### config.mk
export PLATFORM = sky130hd
export DESIGN_NAME = pic10_fetch
export DESIGN_NICKNAME = d
export VERILOG_FILES = /design/src/rtl/pic10_pkg.sv /design/src/rtl/pic10_stack.sv /design/src/rtl/pic10_fetch.sv
export SDC_FILE = /design/constraint.sdc
export NUM_CORES = 1
export LEC_CHECK = 0
export ABC_AREA = 1
export CORE_UTILIZATION = 50
export CTS_CLUSTER_SIZE = 12
export DETAILED_ROUTE_END_ITERATION = 12
export GPL_ROUTABILITY_DRIVEN = 0
export PLACE_DENSITY_LB_ADDON = 0.12
export SYNTH_ARGS = -nofsm -noshare
export SYNTH_HDL_FRONTEND = slang
export SYNTH_SLANG_ARGS = --single-unit
### constraint.sdc
create_clock -name clk -period 1.95 [get_ports clk]
set_input_delay 0.39 -clock clk [delete_from_list [all_inputs] [get_ports clk]]
set_output_delay 0.39 -clock clk [all_outputs]
set_load 0.05 [all_outputs]
### src/rtl/pic10_pkg.sv
// Shared widths, NOP encoding and opcode match constants for the PIC10 fetch stage.
package pic10_pkg;
    localparam int          PC_W    = 9;
    localparam int          INSTR_W = 12;
    localparam logic [11:0] NOP     = 12'h000;

    localparam logic [2:0]  OP_GOTO  = 3'b101;   // ir[11:9]
    localparam logic [3:0]  OP_CALL  = 4'b1001;  // ir[11:8]
    localparam logic [3:0]  OP_RETLW = 4'b1000;  // ir[11:8]

    typedef struct packed {
        logic go;
        logic call;
        logic ret;
    } ctl_dec_t;

    function automatic ctl_dec_t decode_ctl(input logic [INSTR_W-1:0] ir);
        ctl_dec_t d;
        d.go   = (ir[11:9] == OP_GOTO);
        d.call = (ir[11:8] == OP_CALL);
        d.ret  = (ir[11:8] == OP_RETLW);
        return d;
    endfunction
endpackage

### src/rtl/pic10_stack.sv
// Two-level hardware call stack; a push when full drops the oldest entry and sets a sticky overflow.
module pic10_stack import pic10_pkg::*; #(
    parameter int W = PC_W
) (
    input  logic         clk,
    input  logic         rst,
    input  logic         push,
    input  logic         pop,
    input  logic [W-1:0] din,
    output logic [W-1:0] top,
    output logic         ovf
);
    logic [W-1:0] s0, s1;
    logic [1:0]   depth;

    always_ff @(posedge clk or posedge rst) begin
        if (rst) begin
            s0    <= '0;
            s1    <= '0;
            depth <= 2'd0;
            ovf   <= 1'b0;
        end else if (push) begin
            s1 <= s0;
            s0 <= din;
            if (depth == 2'd2) ovf   <= 1'b1;
            else               depth <= depth + 2'd1;
        end else if (pop) begin
            // s1 is left in place, so an over-deep return chain repeats it
            s0 <= s1;
            if (depth != 2'd0) depth <= depth - 2'd1;
        end
    end

    assign top = s0;
endmodule

### src/rtl/pic10_fetch.sv
// PIC10 fetch stage: PC, call stack and instruction register with flush-to-NOP on taken flow and skips.
module pic10_fetch import pic10_pkg::*; #(
    parameter int                  PC_WIDTH     = PC_W,
    parameter logic [PC_WIDTH-1:0] RESET_VECTOR = 9'h1FF,
    parameter logic [INSTR_W-1:0]  NOP_WORD     = NOP
) (
    input  logic                clk,
    input  logic                rst,
    input  logic                stall,
    output logic [PC_WIDTH-1:0] prog_addr,
    input  logic [INSTR_W-1:0]  prog_data,
    output logic [INSTR_W-1:0]  ir_reg_bus,
    output logic                ir_valid,
    input  logic                skip_req,
    input  logic                pcl_we,
    input  logic [7:0]          pcl_data,
    output logic                stack_ovf
);
    logic [PC_WIDTH-1:0] pc, pc_next, stack_top;
    ctl_dec_t            dec;
    logic                pcl_take, go_take, call_take, ret_take;
    logic                taken, flush, push, pop;

    assign dec = decode_ctl(ir_reg_bus);

    // pcl_we outranks decoded flow, so a PCL write never touches the stack
    assign pcl_take  = ir_valid & pcl_we;
    assign go_take   = ir_valid & dec.go   & ~pcl_take;
    assign call_take = ir_valid & dec.call & ~pcl_take;
    assign ret_take  = ir_valid & dec.ret  & ~pcl_take;
    assign taken     = pcl_take | go_take | call_take | ret_take;
    assign flush     = taken | (ir_valid & skip_req);

    assign push = ~stall & call_take;
    assign pop  = ~stall & ret_take;

    always_comb begin
        pc_next = pc + PC_WIDTH'(1);
        if (pcl_take)       pc_next = PC_WIDTH'(pcl_data);
        else if (go_take)   pc_next = PC_WIDTH'(ir_reg_bus[8:0]);
        else if (call_take) pc_next = PC_WIDTH'(ir_reg_bus[7:0]);
        else if (ret_take)  pc_next = stack_top;
    end

    always_ff @(posedge clk or posedge rst) begin
        if (rst) begin
            pc         <= RESET_VECTOR;
            ir_reg_bus <= NOP_WORD;
            ir_valid   <= 1'b0;
        end else if (!stall) begin
            pc         <= pc_next;
            ir_reg_bus <= flush ? NOP_WORD : prog_data;
            ir_valid   <= ~flush;
        end
    end

    // pc already points past the CALL, so it is the return address as-is
    pic10_stack #(.W(PC_WIDTH)) u_stack (
        .clk  (clk),
        .rst  (rst),
        .push (push),
        .pop  (pop),
        .din  (pc),
        .top  (stack_top),
        .ovf  (stack_ovf)
    );

    assign prog_addr = pc;
endmodule

==> reports/results.txt <==
Status = finished, violations left
Failing checks = design-rule violations
Setup tns final = 0 ns
Clk_lat worst skew = 0.30 ns
Final Skew = 0.00382 ns
WL per Instance = 12.7 um
Leak = 1.55 nW
Root Buffer Master = clkbuf_8
Worst hold path type = input pin to async pin
Kind of critical path = flip-flop to primary output
ANT nets after route = 0
Chip Width = 70.5 um
Max Transition Viols Final = 0
Area delta synth->final = 29.2%
Hold Violations, Final = 0
Register area share after synthesis = 46.3%
Cell Area, Synth = 2350 um^2
Clk buf depth = 2
Nets = 406
Share of layout cells above drive strength 1 = 15.5%
Ant diodes = 0
CP startpoint kind = flip-flop
Syn Nets = 347
Port bufs = 47
Drt drc = 8
Most frequent cells in the layout = nand2_1 (101), inv_1 (47), nor2_1 (35)
Post-CTS Resized = 0
Top-Level Pins = 48
Req. time, crit path = 1.56 ns
Vias in the first global route = 2,094
Fillers = 385
Largest stage delay, worst path = 0.82 ns
Buf/Inv on CP = 1
Initial antenna violation count = 0
Cts bufs inserted = 5
Setup slack, reg-to-reg = 0.32 ns
Placed Instances = 425
Die area = 4980 um^2
First-pass GRT wire length = 9490 um
Endpoints failing setup = 0
Total clock sinks = 43
Least-Margin Pin Slew = 0.514 ns
Worst-path clk slew = 0.09 ns
Main synth FF type = dfrtp_1
Pwr Total = 3.57 mW
Total wire length = 5520 um
Synth Register Bits = 43
Largest net degree at the start of global routing = 44
Layout Cells excl Fill = 433
Hold buffer count at cts = 0
TritonRoute pass-1 iters = 8
Post-synth EDFFs = 0
Fmax = 528 MHz
Most common cell after layout, fill and taps aside = nand2_1
Headroom to the max-slew limit = 65.6%
Top Family by Delay on Critical Path = buffers and inverters
H-tree depth = 2
Critical Path End Type = primary output
Via count = 2,231
Period utilization = 97.2%
Iteration-0 DRC count of the detailed router = 174
Dpl hpwl = 4070 um
Total track usage = 24.4%
CTS tree = done
Post-synth ARST share = 100%
Library cells used by synthesis = 28
Worst VDD drop = 0.521 mV
Post-CTS setup buffer count = 0
Arr. time, crit path = 1.51 ns
PwrDens = 1180 nW/um^2
Average vias per placed instance = 5.15
Unrepaired setup endpoints after global routing = no
Grt ovf = 0
FP Rows = 24
Fin crit period = 1.90 ns
Max cap viols = 0
Core box area = 4440 um^2
Effective utilization at floorplan = 52.8%
Die Ht = 70.5 um
CP Cell Sequence = clkdlybuf4s50_1
Crit. path cell count = 1
Worst reg2reg path depth = 8
Syn Area/Cell = 7.32 um^2
Post-Syn Instances = 321
CP max-delay cell = clkdlybuf4s50_1
Crit path max fanout = 3
Synth warn = 0
Fin Hold WS = 0.441 ns
[synth_stat cells (4+ instances only)]
library cell / number / share of area, %
inv_1: 47 / 7.5
nor2_1: 35 / 5.6
dfrtp_1: 34 / 36
nand2_1: 101 / 16
o21ai_1: 5 / 1.1
a21oi_1: 5 / 1.1
dfstp_2: 9 / 10
o21ai_0: 21 / 4.5
o21ai_2: 5 / 1.9
o22ai_1: 8 / 2.1
buf_2: 4 / 0.85
nand3_1: 21 / 4.5
[logic make-up (layout without fill, tap and decap cells)]
| logic type | Yosys count | count (layout) | share of synthesized area (%) |
|---|---|---|---|
| buffers and inverters | 60 | 120 | 10.8 |
| flip-flops | 43 | 43 | 46.3 |
| AND/OR/NAND/NOR | 171 | 171 | 30.9 |
| AO/OA/AOI/OAI | 46 | 46 | 11.5 |
| adder cells (fa/ha/maj) | 1 | 1 | 0.533 |
[where the power goes]
| group | internal (mW) | total, mW | switching, mW |
|---|---|---|---|
| combinational | 0.515 | 1.49 | 0.980 |
| clock | 0.290 | 0.624 | 0.334 |
| sequential | 1.22 | 1.45 | 0.228 |
| total | 2.02 | 3.57 | 1.54 |
[cell type report]
| type | count | area, um^2 | share of cell area, % |
|---|---|---|---|
| multi-input cells | 218 | 1010 | 33.2 |
| well taps | 52 | 65.1 | 2.14 |
| flip-flops and latches | 43 | 1090 | 35.8 |
| clock inverters | 2 | 16.3 | 0.536 |
| inverters | 50 | 188 | 6.19 |
| clock buffers | 6 | 82.6 | 2.72 |
| repair buffers | 62 | 588 | 19.4 |
[stage by stage]
step	cell area (um^2)	utilization, %	worst slack (ns)
2_1_floorplan	2350	-	0.183
3_3_place_gp	2940	66.0	-0.00862
3_5_place_dp	2940	66.0	-0.0239
4_1_cts	3030	68.3	0.0550
5_1_grt	3030	68.3	0.0267
6_report	3030	68.3	0.0548
[layer usage]
metal  up-vias  wire (um)  global-route usage [%]
met4         0         75                    8.67
met5         -          0                       0
met3         6        292                    4.99
met2        64       2620                    40.5
met1      1036       2530                    32.2
li1       1125          -                       -
[path summary, 6_finish.rpt]
path | startpoint | end
min in group clk | u_stack.ovf$_DFFE_PP0P_ | u_stack.ovf$_DFFE_PP0P_
max in group asynchronous | rst | prog_addr[8]$_DFFE_PP1N_
worst min register to register | u_stack.ovf$_DFFE_PP0P_ | u_stack.ovf$_DFFE_PP0P_
worst min-delay path | rst | u_stack.ovf$_DFFE_PP0P_
worst max register to register | ir_valid$_DFFE_PP0N_ | u_stack.depth[1]$_DFFE_PP0P_
worst max-delay path | ir_reg_bus[10]$_DFFE_PP0N_ | ir_reg_bus[10]
[flip-flops by register name, indices dropped and copies added (netlist names)]
| name | cells |
|---|---|
| u_stack.depth | 2 |
| ir_valid | 1 |
| u_stack.s1 | 9 |
| prog_addr | 9 |
| u_stack.ovf | 1 |
| u_stack.top | 9 |
| ir_reg_bus | 12 |
(Power assumes the default switching activity.)
